--- src/rtl/reg_file_pkg.sv ---
// Shared types and sizes for the architectural register file and its query ports.
package reg_file_pkg;
  localparam int REG_NUM      = 32;
  localparam int REG_IDX_W    = 5;
  localparam int DATA_W       = 32;
  localparam int ROB_SIZE_BIT = 4;
  localparam int ROB_SIZE     = 1 << ROB_SIZE_BIT;

  typedef logic [REG_IDX_W-1:0]    reg_idx_t;
  typedef logic [ROB_SIZE_BIT-1:0] rob_tag_t;
  typedef logic [DATA_W-1:0]       word_t;

  typedef struct packed {
    logic     busy;
    rob_tag_t dep;
    word_t    value;
  } qry_rsp_t;
endpackage

--- src/rtl/reg_file_if.sv ---
// Commit/rename update bus from the ROB plus the two Decoder operand query ports.
interface reg_file_if;
  import reg_file_pkg::*;

  logic     rob_clear;
  logic     is_update_val;
  reg_idx_t update_val_id;
  rob_tag_t update_val_dep;
  word_t    update_val;
  logic     is_update_dep;
  reg_idx_t update_dep_id;
  rob_tag_t update_dep;
  reg_idx_t rf_qry1_id, rf_qry2_id;
  logic     rf_qry1_busy, rf_qry2_busy;
  rob_tag_t rf_qry1_dep, rf_qry2_dep;
  word_t    rf_qry1_value, rf_qry2_value;

  modport master (
    output rob_clear, is_update_val, update_val_id, update_val_dep, update_val,
           is_update_dep, update_dep_id, update_dep, rf_qry1_id, rf_qry2_id,
    input  rf_qry1_busy, rf_qry2_busy, rf_qry1_dep, rf_qry2_dep,
           rf_qry1_value, rf_qry2_value
  );

  modport slave (
    input  rob_clear, is_update_val, update_val_id, update_val_dep, update_val,
           is_update_dep, update_dep_id, update_dep, rf_qry1_id, rf_qry2_id,
    output rf_qry1_busy, rf_qry2_busy, rf_qry1_dep, rf_qry2_dep,
           rf_qry1_value, rf_qry2_value
  );
endinterface

--- src/rtl/reg_file_qry.sv ---
// One operand lookup: register state slice with a same-cycle commit bypass.
module reg_file_qry
  import reg_file_pkg::*;
(
  input  reg_idx_t qry_id,
  input  logic     st_busy,
  input  rob_tag_t st_dep,
  input  word_t    st_val,
  input  logic     cmt_vld,
  input  reg_idx_t cmt_id,
  input  rob_tag_t cmt_dep,
  input  word_t    cmt_val,
  output qry_rsp_t rsp
);
  always_comb begin
    rsp = '{busy: st_busy, dep: st_dep, value: st_val};
    if (qry_id == '0) begin
      rsp = '0;
    end else if (st_busy && cmt_vld && cmt_id == qry_id && cmt_dep == st_dep) begin
      // the producer is committing right now; hand its value straight through
      rsp.busy  = 1'b0;
      rsp.value = cmt_val;
    end
  end
endmodule

--- src/rtl/reg_file.sv ---
// Architectural register file: 32 values with busy flag and ROB rename tag each.
module reg_file
  import reg_file_pkg::*;
(
  input  logic       clk_in,
  input  logic       rst_in,
  input  logic       rdy_in,
  reg_file_if.slave  bus
);
  logic  [REG_NUM-1:0]              busy_q, busy_d;
  rob_tag_t [REG_NUM-1:0]           dep_q, dep_d;
  word_t [REG_NUM-1:0]              val_q, val_d;

  always_comb begin
    busy_d = busy_q;
    dep_d  = dep_q;
    val_d  = val_q;
    if (rdy_in) begin
      if (bus.rob_clear) begin
        busy_d = '0;
      end else begin
        if (bus.is_update_val && bus.update_val_id != '0) begin
          val_d[bus.update_val_id] = bus.update_val;
          // a stale tag writes the value but must not release a newer rename
          if (busy_q[bus.update_val_id] && dep_q[bus.update_val_id] == bus.update_val_dep)
            busy_d[bus.update_val_id] = 1'b0;
        end
        if (bus.is_update_dep && bus.update_dep_id != '0) begin
          busy_d[bus.update_dep_id] = 1'b1;
          dep_d[bus.update_dep_id]  = bus.update_dep;
        end
      end
    end
  end

  always_ff @(posedge clk_in) begin
    if (rst_in) begin
      busy_q <= '0;
      dep_q  <= '0;
      val_q  <= '0;
    end else begin
      busy_q <= busy_d;
      dep_q  <= dep_d;
      val_q  <= val_d;
    end
  end

  qry_rsp_t rsp1, rsp2;

  reg_file_qry u_qry1 (
    .qry_id (bus.rf_qry1_id),
    .st_busy(busy_q[bus.rf_qry1_id]),
    .st_dep (dep_q[bus.rf_qry1_id]),
    .st_val (val_q[bus.rf_qry1_id]),
    .cmt_vld(bus.is_update_val),
    .cmt_id (bus.update_val_id),
    .cmt_dep(bus.update_val_dep),
    .cmt_val(bus.update_val),
    .rsp    (rsp1)
  );

  reg_file_qry u_qry2 (
    .qry_id (bus.rf_qry2_id),
    .st_busy(busy_q[bus.rf_qry2_id]),
    .st_dep (dep_q[bus.rf_qry2_id]),
    .st_val (val_q[bus.rf_qry2_id]),
    .cmt_vld(bus.is_update_val),
    .cmt_id (bus.update_val_id),
    .cmt_dep(bus.update_val_dep),
    .cmt_val(bus.update_val),
    .rsp    (rsp2)
  );

  assign bus.rf_qry1_busy  = rsp1.busy;
  assign bus.rf_qry1_dep   = rsp1.dep;
  assign bus.rf_qry1_value = rsp1.value;
  assign bus.rf_qry2_busy  = rsp2.busy;
  assign bus.rf_qry2_dep   = rsp2.dep;
  assign bus.rf_qry2_value = rsp2.value;
endmodule

--- src/flat_wrapper.sv ---
// flat-port wrapper written by rule: the top's interface ports become plain ports
module reg_file_flat import reg_file_pkg::*;
  (clk_in, rst_in, rdy_in, bus_rob_clear, bus_is_update_val, bus_update_val_id, bus_update_val_dep, bus_update_val, bus_is_update_dep, bus_update_dep_id, bus_update_dep, bus_rf_qry1_id, bus_rf_qry2_id, bus_rf_qry1_busy, bus_rf_qry2_busy, bus_rf_qry1_dep, bus_rf_qry2_dep, bus_rf_qry1_value, bus_rf_qry2_value);
  reg_file_if bus_i ();
  input  logic clk_in;
  input  logic rst_in;
  input  logic rdy_in;
  input wire logic [$bits(bus_i.rob_clear)-1:0] bus_rob_clear;
  input wire logic [$bits(bus_i.is_update_val)-1:0] bus_is_update_val;
  input wire logic [$bits(bus_i.update_val_id)-1:0] bus_update_val_id;
  input wire logic [$bits(bus_i.update_val_dep)-1:0] bus_update_val_dep;
  input wire logic [$bits(bus_i.update_val)-1:0] bus_update_val;
  input wire logic [$bits(bus_i.is_update_dep)-1:0] bus_is_update_dep;
  input wire logic [$bits(bus_i.update_dep_id)-1:0] bus_update_dep_id;
  input wire logic [$bits(bus_i.update_dep)-1:0] bus_update_dep;
  input wire logic [$bits(bus_i.rf_qry1_id)-1:0] bus_rf_qry1_id;
  input wire logic [$bits(bus_i.rf_qry2_id)-1:0] bus_rf_qry2_id;
  output wire logic [$bits(bus_i.rf_qry1_busy)-1:0] bus_rf_qry1_busy;
  output wire logic [$bits(bus_i.rf_qry2_busy)-1:0] bus_rf_qry2_busy;
  output wire logic [$bits(bus_i.rf_qry1_dep)-1:0] bus_rf_qry1_dep;
  output wire logic [$bits(bus_i.rf_qry2_dep)-1:0] bus_rf_qry2_dep;
  output wire logic [$bits(bus_i.rf_qry1_value)-1:0] bus_rf_qry1_value;
  output wire logic [$bits(bus_i.rf_qry2_value)-1:0] bus_rf_qry2_value;
  assign bus_i.rob_clear = bus_rob_clear;
  assign bus_i.is_update_val = bus_is_update_val;
  assign bus_i.update_val_id = bus_update_val_id;
  assign bus_i.update_val_dep = bus_update_val_dep;
  assign bus_i.update_val = bus_update_val;
  assign bus_i.is_update_dep = bus_is_update_dep;
  assign bus_i.update_dep_id = bus_update_dep_id;
  assign bus_i.update_dep = bus_update_dep;
  assign bus_i.rf_qry1_id = bus_rf_qry1_id;
  assign bus_i.rf_qry2_id = bus_rf_qry2_id;
  assign bus_rf_qry1_busy = bus_i.rf_qry1_busy;
  assign bus_rf_qry2_busy = bus_i.rf_qry2_busy;
  assign bus_rf_qry1_dep = bus_i.rf_qry1_dep;
  assign bus_rf_qry2_dep = bus_i.rf_qry2_dep;
  assign bus_rf_qry1_value = bus_i.rf_qry1_value;
  assign bus_rf_qry2_value = bus_i.rf_qry2_value;
  reg_file u_core (.clk_in(clk_in), .rst_in(rst_in), .rdy_in(rdy_in), .bus(bus_i));
endmodule
--- config.mk ---
export PLATFORM = sky130hd
export DESIGN_NAME = reg_file_flat
export DESIGN_NICKNAME = d
export VERILOG_FILES = /design/src/rtl/reg_file_pkg.sv /design/src/rtl/reg_file_if.sv /design/src/rtl/reg_file_qry.sv /design/src/rtl/reg_file.sv /design/src/flat_wrapper.sv
export SDC_FILE = /design/constraint.sdc
export NUM_CORES = 2
export LEC_CHECK = 0
export BUFFER_PORTS_ARGS = -buffer_cell sky130_fd_sc_hd__buf_4
export CAP_MARGIN = 20
export CORE_UTILIZATION = 50
export DETAILED_ROUTE_END_ITERATION = 8
export GPL_TIMING_DRIVEN = 0
export HOLD_SLACK_MARGIN = 0.12
export PLACE_DENSITY = 0.68
export SYNTH_ARGS = -nofsm -noshare
export SYNTH_HDL_FRONTEND = slang
export SYNTH_SLANG_ARGS = --single-unit
--- constraint.sdc ---
create_clock -name clk_in -period 3.4 [get_ports clk_in]
set_input_delay 0.51 -clock clk_in [delete_from_list [all_inputs] [get_ports clk_in]]
set_output_delay 0.51 -clock clk_in [all_outputs]
set_load 0.02 [all_outputs]
==> impl_metrics.tcl <==
set metrics [dict create \
    worstSetupPathType "input pin to primary output" \
    rr_startpoint "u_core.dep_q[28]" \
    synth-compound-area-share 0.100 \
    hold_viol 0 \
    syn_nets 6831 \
    violations "negative setup slack" \
    crit_slowest_cell "mux4_2" \
    crit_chain "buf_6 > buf_8 > buf_6 > buf_8 > clkbuf_16 > clkbuf_8 > mux4_2 > mux4_2 > mux2_2 > nand2_1 > mux2i_2 > buf_4" \
    synthMuxAreaShare 0.309 \
    yosysSeqAreaShare 0.376 \
    first_pass_iters 6 \
    power.density_nw_per_um2 435 \
    drt-total-wl_um 256000 \
    synth.avg_cell_area_um2 9.32 \
    antenna_found_initial 11 \
    clk_latency_ps 790 \
    areaGrowthSynthToFinish_pct 16.3 \
    nNetsFinal 7128 \
    drt_iter0_markers 8455 \
    critPathArrivalTime_ps 3710 \
    synth_top_area_cell "dfxtp_1" \
    fp.dieW_um 357 \
    utilization 0.590 \
    place_hpwl_um 202000 \
    critPathMaxStageDelay_ps 610 \
    end_kind "primary output" \
    synth_top_family_by_area "multiplexers" \
    core_um2 124000 \
    cp_max_fo 10 \
    yosys.area_share.simple 0.165 \
    reg2reg_to "u_core.busy_q[24]" \
    yosysTopAreaCellShare 0.376 \
    grt_pass1_wl_um 363000 \
    numCtsBuffers 131 \
    status "complete, but fails checks" \
    netlist_instances 6765 \
    fillerInstances 10588 \
    grt.overflow.total 0 \
    die_y_um 357 \
    wl_per_cell_um 29.0 \
    fmax_mhz 237 \
    place_congestion 1.10 \
    yosysUniqueCellTypes 64 \
    drc 0 \
    h-tree-depth 4 \
    grt_usage 0.396 \
    clk_pin_slew_worst_paths_ps 60 \
    power_leakage_nw 24.3 \
    ant_nets 0 \
    synth-async-reset-ratio 0 \
    synth.area.top_cells "dfxtp_1 38%, mux4_2 25%, nand2_1 13%" \
    synth_area_um2 63100 \
    hp-class "input pin to register" \
    viasPerCell 6.49 \
    cts-root-buf "clkbuf_16" \
    yosys_most_used_dff "dfxtp_1" \
    worst_slack_ps -818 \
    yosys.area_share.adder 0 \
    rsz0062_at_grt "true" \
    grt_start_max_net_pins 17 \
    skew_ps 30.7 \
    die_area_um2 128000 \
    whs_path_depth 3 \
    r2r_cells 10 \
    grt_pass1_vias 53700 \
    cp-start-kind "input pin" \
    initial_core_util 0.507 \
    clockBufferDepth 3 \
    cts_tree "built" \
    synth_edf_count 0 \
    io_buffers 96 \
    relSlewSlack 0.134 \
    fin_tns_setup_ps -47910 \
    tightest_slew_ps 1290 \
    ir_drop_uv 508 \
    min_period_over_period 1.24 \
    required_ps 2890 \
    cts_sinks 1184 \
    min_from "bus_update_val[22]" \
    core.rowCount 129 \
    fin_crit_ps 4220 \
    maxSlewViolCount 0 \
    num_vias 57171 \
    hold_end "u_core.val_q[982]" \
    synth_xor_area_frac 0.00250 \
    setup_violations 104 \
    drive_above_1_share 0.211 \
    reg2reg_slack_ps 200 \
    num_io_pins 140 \
    maxCapViolCount 0 \
    synth_warnings 0 \
    synth_seq_cells 1184 \
]
-- state kept, by name (all words and copies together) (netlist names) --
register,cells
u_core.busy_q,32
u_core.dep_q,128
u_core.val_q,1024
-- area by class of cell --
class,count,area (um2),share of cell area
clock inverter,47,681,0.00928
buffer,718,3850,0.0525
tap,1637,2050,0.0279
timing repair buffer,164,1770,0.0242
sequential,1184,23700,0.323
clock buffer,186,3870,0.0528
inverter,8,31.3,0.000426
multi-input combinational,4855,37400,0.509
antenna,4,10.0,0.000136
-- cell families after synthesis --
logic type             after synthesis
AND/OR/NAND/NOR                   2607
multiplexers                      1035
buffers and inverters              726
AO/OA/AOI/OAI                     1195
flip-flops                        1184
XOR/XNOR                            18
-- Yosys cell counts (all sizes together) (10+ instances only) --
| cell | count |
|---|---|
| nor2 | 185 |
| nand2b | 10 |
| nor3 | 13 |
| a22oi | 55 |
| nor3b | 10 |
| xor2 | 14 |
| nor4 | 27 |
| mux2 | 66 |
| mux2i | 251 |
| clkbuf | 575 |
| nand2 | 2226 |
| o22ai | 20 |
| dfxtp | 1184 |
| mux4 | 718 |
| a21oi | 1029 |
| buf | 143 |
| nand3 | 20 |
| nor2b | 62 |
| o21ai | 35 |
-- critical path, delay by kind of cell --
kind          cells  cell delay (ps)
buf+inv           7             1510
simple gates      1              240
mux               4             1410
-- cells in the final DEF (no fill, tap or decap), types with 24 or more instances in the layout --
master	count
nor2_1	169
a22oi_1	51
clkbuf_4	26
clkbuf_16	138
buf_6	106
clkbuf_2	54
buf_2	40
dlygate4sd3_1	24
nor2b_1	61
mux2i_1	188
buf_4	84
clkbuf_8	41
dfxtp_1	1171
nand2_1	2214
clkbuf_1	496
mux2_2	64
mux4_2	710
mux2i_4	61
a21oi_1	1029
-- per-layer routing --
layer	routed length (um)	up-vias	global-route usage
li1	-	24456	-
met1	94600	27732	0.524
met2	108000	4212	0.577
met3	39100	767	0.145
met4	13800	4	0.184
met5	26	-	0
-- how the worst max path moves through the flow --
| stage | from | to | slack, ps | depth (start not counted) |
|---|---|---|---|---|
| after global placement | bus_rf_qry1_id[0] | bus_rf_qry1_value[30] | -2530 | 12 |
| after CTS | u_core.dep_q[28] | bus_rf_qry1_value[9] | -790 | 11 |
| after floorplan | bus_rf_qry1_id[0] | bus_rf_qry1_value[22] | -110 | 9 |
| after global routing | u_core.dep_q[26] | bus_rf_qry2_value[11] | -850 | 11 |
| final | bus_rf_qry2_id[1] | bus_rf_qry2_value[0] | -820 | 12 |
| after detailed placement | bus_rf_qry1_id[0] | bus_rf_qry1_value[30] | -2190 | 13 |
-- what timing repair did --
item	in CTS	in global routing
endpoints found under the setup margin	425	414
endpoints found under the hold margin	24	0
hold buffers	24	0
setup buffers	25	6
gates resized for setup	312	79
gates cloned	2	0
pin swaps	13	8
-- report_power, final --
group          switching, mW  total [mW]  leakage [nW]  internal [mW]
Clock                   6.23        15.3          2.22           9.02
Sequential            0.0277        13.9          9.54           13.9
Combinational           1.89        2.71          12.5          0.820
Total                   8.15        31.9          24.3           23.7
-- stage by stage --
step	hold slack, ps	instance area (um2)	total power, mW	worst slack (ps)	instances
2_1_floorplan	443	64000	15.8	-105	6765
3_3_place_gp	448	66700	16.7	-2530	8498
3_5_place_dp	456	66900	16.7	-2190	8512
4_1_cts	123	73100	31.7	-792	8796
5_1_grt	176	73400	32.5	-848	8799
6_report	186	73400	31.9	-818	8803
No activity file was read; power rests on OpenSTA's default activity.
